`src/rtl/fp16_pkg.sv`:
```
// Shared fp16 definitions for the CNN datapath: widths, constants,
// field view of a half-precision word and packed-bus slice helper.
package fp16_pkg;

    localparam int unsigned FP16_W    = 16;
    localparam logic [15:0] FP16_ZERO = 16'h0000;
    localparam logic [15:0] FP16_ONE  = 16'h3C00;

    typedef struct packed {
        logic       sign;
        logic [4:0] exp;
        logic [9:0] frac;
    } fp16_t;

    // Low bit of requester idx's operand inside a packed NUM_REQ*16 bus.
    function automatic int unsigned fp16_slice_lo(input int unsigned idx);
        return idx * FP16_W;
    endfunction

endpackage

```
`src/rtl/fadd_share_arb_if.sv`:
```
// Request/response bundle between the requesters and the shared-adder arbiter.
interface fadd_share_arb_if #(
    parameter int NUM_REQ = 4,
    parameter int ID_W    = $clog2(NUM_REQ),
    parameter int DATA_W  = 16
);
    logic [NUM_REQ-1:0]        req;
    logic [NUM_REQ*DATA_W-1:0] opA;
    logic [NUM_REQ*DATA_W-1:0] opB;
    logic [NUM_REQ-1:0]        gnt;
    logic                      rsp_valid;
    logic [ID_W-1:0]           rsp_id;
    logic [DATA_W-1:0]         rsp_sum;
    logic                      busy;

    modport master (
        output req, opA, opB,
        input  gnt, rsp_valid, rsp_id, rsp_sum, busy
    );

    modport slave (
        input  req, opA, opB,
        output gnt, rsp_valid, rsp_id, rsp_sum, busy
    );
endinterface

```
`src/rtl/floatAdd.sv`:
```
// Combinational IEEE-754 half-precision adder, round-to-nearest-even,
// full subnormal support; NaN results are the canonical quiet NaN 7E00.
module floatAdd
    import fp16_pkg::*;
(
    input  logic [15:0] floatA,
    input  logic [15:0] floatB,
    output logic [15:0] sum
);

    fp16_t       a, b, big, sml;
    logic        swap, eff_sub, a_nan, b_nan, a_inf, b_inf, rnd_up;
    logic [4:0]  e_big, e_sml, d, lim, lz, sh;
    logic [10:0] m_big, m_sml, mant, mant_f;
    logic [27:0] sh_b;
    logic [13:0] a_al, b_al, norm;
    logic [14:0] raw;
    logic [5:0]  exp_n, exp_f;
    logic [11:0] mr;

    // Align the smaller operand (sticky jammed into LSB), add/sub, normalise, round.
    always_comb begin
        a       = floatA;
        b       = floatB;
        swap    = (b[14:0] > a[14:0]);
        big     = swap ? b : a;
        sml     = swap ? a : b;
        e_big   = (big.exp == 5'd0) ? 5'd1 : big.exp;
        e_sml   = (sml.exp == 5'd0) ? 5'd1 : sml.exp;
        m_big   = {big.exp != 5'd0, big.frac};
        m_sml   = {sml.exp != 5'd0, sml.frac};
        d       = e_big - e_sml;
        sh_b    = {m_sml, 17'b0} >> d;
        a_al    = {m_big, 3'b000};
        b_al    = {sh_b[27:15], sh_b[14] | (|sh_b[13:0])};
        eff_sub = a.sign ^ b.sign;
        raw     = eff_sub ? ({1'b0, a_al} - {1'b0, b_al}) : ({1'b0, a_al} + {1'b0, b_al});

        lz = 5'd14;
        for (int unsigned i = 0; i < 14; i++) begin
            if (raw[i]) lz = 5'(13 - i);
        end
        lim = e_big - 5'd1;
        sh  = (lz > lim) ? lim : lz;

        if (raw[14]) begin
            norm  = {raw[14:2], raw[1] | raw[0]};
            exp_n = {1'b0, e_big} + 6'd1;
        end else begin
            norm  = raw[13:0] << sh;
            exp_n = {1'b0, e_big} - {1'b0, sh};
        end

        mant   = norm[13:3];
        rnd_up = norm[2] & ((|norm[1:0]) | mant[0]);
        mr     = {1'b0, mant} + {11'b0, rnd_up};
        if (mr[11]) begin
            mant_f = mr[11:1];
            exp_f  = exp_n + 6'd1;
        end else begin
            mant_f = mr[10:0];
            exp_f  = exp_n;
        end

        a_nan = (a.exp == 5'h1F) && (a.frac != 10'd0);
        b_nan = (b.exp == 5'h1F) && (b.frac != 10'd0);
        a_inf = (a.exp == 5'h1F) && (a.frac == 10'd0);
        b_inf = (b.exp == 5'h1F) && (b.frac == 10'd0);

        if (a_nan || b_nan || (a_inf && b_inf && eff_sub))
            sum = 16'h7E00;
        else if (a_inf)
            sum = {a.sign, 15'h7C00};
        else if (b_inf)
            sum = {b.sign, 15'h7C00};
        else if (raw == 15'd0)
            sum = {a.sign & b.sign, 15'h0000};
        else if (exp_f >= 6'd31)
            sum = {big.sign, 15'h7C00};
        else
            sum = {big.sign, mant_f[10] ? exp_f[4:0] : 5'd0, mant_f[9:0]};
    end

endmodule

```
`src/rtl/fadd_share_arb.sv`:
```
// Round-robin arbiter sharing one fp16 adder among NUM_REQ requesters;
// the granted sum is registered and returned one cycle later with its ID.
module fadd_share_arb
    import fp16_pkg::*;
#(
    parameter int NUM_REQ = 4,
    parameter int ID_W    = $clog2(NUM_REQ),
    parameter int DATA_W  = FP16_W
) (
    input logic           clk,
    input logic           rst,
    fadd_share_arb_if.slave bus
);

    logic [ID_W-1:0]    ptr_q;
    logic [ID_W-1:0]    cand, gnt_idx;
    logic               gnt_any;
    logic [NUM_REQ-1:0] gnt_vec;
    logic [DATA_W-1:0]  a_sel, b_sel, sum_w;
    logic               rsp_valid_q;
    logic [ID_W-1:0]    rsp_id_q;
    logic [DATA_W-1:0]  rsp_sum_q;

    // Grant the first requester found scanning upward from just past the pointer.
    always_comb begin
        gnt_vec = '0;
        gnt_idx = '0;
        gnt_any = 1'b0;
        cand    = '0;
        for (int unsigned k = 1; k <= NUM_REQ; k++) begin
            cand = ID_W'((32'(ptr_q) + k) % NUM_REQ);
            if (!gnt_any && bus.req[cand]) begin
                gnt_any = 1'b1;
                gnt_idx = cand;
            end
        end
        gnt_vec[gnt_idx] = gnt_any;
    end

    // Operand mux; gnt_idx is 0 when idle, so the idle sum is simply ignored.
    always_comb begin
        a_sel = bus.opA[fp16_slice_lo(32'(gnt_idx)) +: DATA_W];
        b_sel = bus.opB[fp16_slice_lo(32'(gnt_idx)) +: DATA_W];
    end

    floatAdd u_fadd (
        .floatA (a_sel),
        .floatB (b_sel),
        .sum    (sum_w)
    );

    // Pointer advance and response capture; ID/sum hold across idle cycles.
    always_ff @(posedge clk or posedge rst) begin
        if (rst) begin
            ptr_q       <= ID_W'(NUM_REQ - 1);
            rsp_valid_q <= 1'b0;
            rsp_id_q    <= '0;
            rsp_sum_q   <= FP16_ZERO;
        end else begin
            rsp_valid_q <= gnt_any;
            if (gnt_any) begin
                ptr_q     <= gnt_idx;
                rsp_id_q  <= gnt_idx;
                rsp_sum_q <= sum_w;
            end
        end
    end

    assign bus.gnt       = gnt_vec;
    assign bus.rsp_valid = rsp_valid_q;
    assign bus.rsp_id    = rsp_id_q;
    assign bus.rsp_sum   = rsp_sum_q;
    assign bus.busy      = rsp_valid_q;

endmodule

```
`src/flat_wrapper.sv`:
```
// flat-port wrapper written by rule: the top's interface ports become plain ports
module fadd_share_arb_flat import fp16_pkg::*;
#(
    parameter int NUM_REQ = 4,
    parameter int ID_W    = $clog2(NUM_REQ),
    parameter int DATA_W  = FP16_W
)
  (clk, rst, bus_req, bus_opA, bus_opB, bus_gnt, bus_rsp_valid, bus_rsp_id, bus_rsp_sum, bus_busy);
  fadd_share_arb_if #(.NUM_REQ(NUM_REQ), .ID_W(ID_W), .DATA_W(DATA_W)) bus_i ();
  input logic clk;
  input logic rst;
  input wire logic [$bits(bus_i.req)-1:0] bus_req;
  input wire logic [$bits(bus_i.opA)-1:0] bus_opA;
  input wire logic [$bits(bus_i.opB)-1:0] bus_opB;
  output wire logic [$bits(bus_i.gnt)-1:0] bus_gnt;
  output wire logic [$bits(bus_i.rsp_valid)-1:0] bus_rsp_valid;
  output wire logic [$bits(bus_i.rsp_id)-1:0] bus_rsp_id;
  output wire logic [$bits(bus_i.rsp_sum)-1:0] bus_rsp_sum;
  output wire logic [$bits(bus_i.busy)-1:0] bus_busy;
  assign bus_i.req = bus_req;
  assign bus_i.opA = bus_opA;
  assign bus_i.opB = bus_opB;
  assign bus_gnt = bus_i.gnt;
  assign bus_rsp_valid = bus_i.rsp_valid;
  assign bus_rsp_id = bus_i.rsp_id;
  assign bus_rsp_sum = bus_i.rsp_sum;
  assign bus_busy = bus_i.busy;
  fadd_share_arb #(.NUM_REQ(NUM_REQ), .ID_W(ID_W), .DATA_W(DATA_W)) u_core (.clk(clk), .rst(rst), .bus(bus_i));
endmodule
```
`config.mk`:
```
export PLATFORM = sky130hd
export DESIGN_NAME = fadd_share_arb_flat
export DESIGN_NICKNAME = d
export VERILOG_FILES = /design/src/rtl/fp16_pkg.sv /design/src/rtl/fadd_share_arb_if.sv /design/src/rtl/floatAdd.sv /design/src/rtl/fadd_share_arb.sv /design/src/flat_wrapper.sv
export SDC_FILE = /design/constraint.sdc
export NUM_CORES = 1
export LEC_CHECK = 0
export ABC_AREA = 0
export CAP_MARGIN = 20
export CORE_MARGIN = 2
export CORE_UTILIZATION = 55
export DETAILED_ROUTE_END_ITERATION = 10
export GPL_ROUTABILITY_DRIVEN = 1
export MAX_ROUTING_LAYER = met4
export PLACE_DENSITY = 0.95
export SETUP_SLACK_MARGIN = 0.4
export SYNTH_ARGS = -nofsm -noshare
export SYNTH_HDL_FRONTEND = slang
export SYNTH_SLANG_ARGS = --single-unit
```
`constraint.sdc`:
```
create_clock -name clk -period 17 [get_ports clk]
set_input_delay 3.4 -clock clk [delete_from_list [all_inputs] [get_ports clk]]
set_output_delay 3.4 -clock clk [all_outputs]
set_load 0.01 [all_outputs]
```
==> reports/metrics.csv, run 1 <==
metric,value,unit
outcome,did not finish,
failing step,5_1_grt,
error msg,[ERROR GRT-0232] Routing congestion too high. Check the congestion heatmap in the GUI.,
I/O pin cnt,158,
Worst End Pin Type,register input,
Ys Warns,0,
CTS Hold Buffers Added,0,
largest net degree at the start of global routing,28,
placed cells,1380,
GR Util All Layers,93.6,%
H-tree depth,1,
clk sinks,21,
Post-DP Area,0.0100,mm2
"EDFF count, synth",0,
Die Width,124,um
CTS buffer count,3,
prevailing post-synth register cell,dfrtp_1,
Post-Syn Area per Cell,7.70,um2
Die Height,124,um
GPL Wtd Cong,1.17,
Post-DP HPWL,24200,um
# port buffers,157,
CTS root buf,clkbuf_16,
Async SR Flop Fraction,100,%
netlist area before placement,0.00791,mm2
Gate Count Post-Synth,1026,
Starting Density,56.7,%
grt repair worst endpoint,u_core.bus.rsp_sum[11]$_DFFE_PP0P_/D,
"flops & latches, synth",21,
synth unique cells,104,
"Seq/Total Area, Yosys",6.68,%
Max Buffers Root-to-Sink,2,
Std-Cell Rows,43,
GRT overflow,782,
Place WS,-0.807,ns
"Net Count, Synth",1218,
-- timing repair --
item / CTS
pin swaps: 15
setup buffers: 19
resized for setup: 66
setup endpoints to repair: 15
cloned: 4
-- cell usage after synthesis, drive strengths merged (9+ instances only) --
master	instances	area, um2
mux4	20	454
nand2	95	357
nand2b	13	81.3
o21ai	57	300
a221oi	16	140
dfrtp	19	475
or2	16	100
a31oi	10	77.6
a21oi	68	352
o31ai	11	111
inv	57	214
o211ai	18	135
o311a	18	180
a211oi	14	105
nor2	86	330
nand4	14	93.8
nor4	17	143
o21bai	9	71.3
a2111oi	17	213
mux2	15	176
nand3	17	85.1
and2	11	68.8
clkbuf	31	116
buf	31	220
nor3	30	165
mux2i	91	918
xnor2	25	226
ha	56	701
a21o	10	75.1
-- layer usage --
layer	global-route usage [%]	GRT overflow
met5	-	-
met4	105	175
met3	71.9	46
met2	116	523
met1	84.5	38
-- metrics by stage --
| stage | utilization (%) | hold WS (ns) |
|---|---|---|
| 2_1_floorplan | - | 0.510 |
| 3_3_place_gp | 72.1 | 0.456 |
| 4_1_cts | 76.0 | 0.486 |
| 3_5_place_dp | 72.1 | 0.474 |
-- kinds of logic after synthesis --
family	Yosys count	synth area share (%)
fa+ha+maj	59	9.50
simple gates	337	21.6
mux	126	19.6
compound gates	328	31.7
flops	21	6.68
xor+xnor	33	3.75
buf+inv	122	7.11
==> run 2: changes to the inputs <==
--- a/config.mk
+++ b/config.mk
@@ -8,12 +8,10 @@
 export ABC_AREA = 0
 export CAP_MARGIN = 20
 export CORE_MARGIN = 2
-export CORE_UTILIZATION = 55
+export CORE_UTILIZATION = 40
 export DETAILED_ROUTE_END_ITERATION = 10
 export GPL_ROUTABILITY_DRIVEN = 1
-export MAX_ROUTING_LAYER = met4
-export PLACE_DENSITY = 0.95
-export SETUP_SLACK_MARGIN = 0.4
+export PLACE_DENSITY_LB_ADDON = 0.15
 export SYNTH_ARGS = -nofsm -noshare
 export SYNTH_HDL_FRONTEND = slang
 export SYNTH_SLANG_ARGS = --single-unit
==> reports/metrics.csv, run 2 <==
metric,value,unit
netlist area before placement,0.00791,mm2
# port buffers,157,
Worst slew margin,34.6,%
GRT overflow,0,
P&R area growth vs syn,37.1,%
critical path's top delay family,compound AO/OA/AOI/OAI gates,
"Net Count, Synth",1218,
Via Count,9161,
Gate Count Post-Synth,1026,
worst path buffer plus inverter count,8,
Ys Warns,0,
Routed WL,29100,um
type of the worst min-delay path,register to register,
"leading cell type in the layout, fill and taps excluded",clkdlybuf4s50_1,
most area-hungry cell type in the Yosys netlist,mux2i_1,
vias per cell,6.01,
Crit path largest cell delay,0.48,ns
post-route ant nets,0,
"Seq/Total Area, Yosys",6.68,%
Iter 0 DRT Violations,869,
CTS tree,done,
clk_skew,0.00180,ns
Max Buffers Root-to-Sink,2,
Place WS,-0.0833,ns
Critical Path Source Type,primary input,
die area,0.0209,mm2
"EDFF count, synth",0,
Fin. Hold Viols,0,
outcome,"complete, no violations",
Commonest cells post-synth,"nand2_1, mux2i_1, nor2_1",
most area-consuming cells after synthesis,"mux2i_1, ha_1, dfrtp_1",
Std-Cell Rows,51,
"count leader, synth",nand2_1,
clk sinks,21,
most frequent cells in the layout,"clkdlybuf4s50_1, buf_4, nand2_1",
Max-Cap Viols,0,
H-tree depth,1,
share of cells above drive strength 1,21.0,%
final worst slack,0.774,ns
initial antenna violation count,0,
Die Width,145,um
most used cell along the critical path,ha_1,
I/O pin cnt,158,
CTS buffer count,3,
Worst-path clk slew,0.06,ns
wire per inst,19.1,um
Starting Density,40.8,%
Post-Syn Area per Cell,7.70,um2
largest net degree at the start of global routing,28,
prevailing post-synth register cell,dfrtp_1,
worst-path maximum fanout,14,
core area,0.0194,mm2
min Tclk post-route,16.23,ns
GR Util All Layers,27.3,%
# nets final,1453,
DRC,0,
Pins Over Slew Limit,0,
number of fill cells,1871,
# diodes,0,
R2R Setup Slk,3.54,ns
worst slew pin tran,0.974,ns
WP data arrival,16.38,ns
top-area cell type share of the netlist area,11.3,%
CTS root buf,clkbuf_16,
Die Height,145,um
Largest register FFs,16,
CP max stage cell,clkdlybuf4s50_1,
CP Data Required Time,17.16,ns
drt first pass iters,5,
CP Capture Type,register,
vias in the first global route,8702,
Async SR Flop Fraction,100,%
Peak Freq,61.6,MHz
setup violators final,0,
Final period util,95.4,%
synth unique cells,104,
"flops & latches, synth",21,
first-pass GRT wire length,45900,um
worst skew pair latency,0.26,ns
WS Path Type,primary input to register,
GPL Wtd Cong,0.943,
Post-DP HPWL,23800,um
## run 2: cell type report
type                       count  area [um2]  share of cell area [%]
multi-input combinational    886        7030                    64.9
timing repair buffer         289        2640                    24.3
sequential                    21         528                    4.87
tap                          265         332                    3.06
inverter                      60         225                    2.08
clock buffer                   3        75.1                   0.693
clock inverter                 1        5.00                  0.0462
## run 2: worst min-delay path, delay by kind of cell (launching register included)
kind / cells / cell delay [ns]
DFF: 1 / 0.34
and+or+nand+nor: 2 / 0.10
## run 2: through the flow
stage | cells | utilization (%) | setup TNS, ns | hold slack (ns) | area, um2
3_5_place_dp | 1500 | 53.7 | -0.533 | 0.464 | 10400
4_1_cts | 1504 | 54.1 | 0 | 0.478 | 10500
3_3_place_gp | 1500 | 53.7 | 0 | 0.460 | 10400
2_1_floorplan | 1026 | - | 0 | 0.510 | 7940
6_report | 1525 | 55.9 | 0 | 0.472 | 10800
5_1_grt | 1525 | 55.9 | -0.00325 | 0.494 | 10800
## run 2: timing repair
item,CTS,global route
resized for setup,0,48
setup buffers,0,17
hold buffers,0,0
setup endpoints to repair,0,15
## run 2: path summary, 6_finish.rpt
check	from	to	cells past startpoint
hold / removal	u_core.bus.rsp_id[0]	u_core.bus.rsp_id[0]	2
min in group asynchronous	rst	u_core.bus.rsp_id[0]	2
setup / recovery	bus_req[2]	u_core.bus.rsp_sum[9]	66
max in group asynchronous	rst	u_core.bus.rsp_sum[11]	2
setup reg to reg	u_core.ptr_q[1]	u_core.bus.rsp_sum[9]	66
hold reg to reg	u_core.bus.rsp_id[0]	u_core.bus.rsp_id[0]	2
## run 2: kinds of logic after synthesis
| logic type | synth area share, % |
|---|---|
| simple gates | 21.6 |
| fa+ha+maj | 9.50 |
| mux | 19.6 |
| xor+xnor | 3.75 |
| buf+inv | 7.11 |
| compound gates | 31.7 |
| flops | 6.68 |
## run 2: layer usage
layer,part of all wire [%],vias up,GRT usage [%]
met4,2.9,0,8.64
met3,5.4,46,1.85
met5,0,-,0
li1,-,4428,-
met2,48,346,46.4
met1,44,4341,36.8
Power of run 2 is not shown: default switching activity piles up to over one toggle a cycle in this logic, so the estimate is an artifact.
==> run 3: changes to the inputs <==
--- a/config.mk
+++ b/config.mk
@@ -5,13 +5,13 @@
 export SDC_FILE = /design/constraint.sdc
 export NUM_CORES = 1
 export LEC_CHECK = 0
-export ABC_AREA = 0
 export CAP_MARGIN = 20
 export CORE_MARGIN = 2
 export CORE_UTILIZATION = 40
 export DETAILED_ROUTE_END_ITERATION = 10
 export GPL_ROUTABILITY_DRIVEN = 1
 export PLACE_DENSITY_LB_ADDON = 0.15
+export SKIP_CTS_REPAIR_TIMING = 1
 export SYNTH_ARGS = -nofsm -noshare
 export SYNTH_HDL_FRONTEND = slang
 export SYNTH_SLANG_ARGS = --single-unit
==> results of run 3 <==
Same layout as run 2: the final DEF is identical, and so are final timing and power.
Power of run 3 is left out for the same reason.
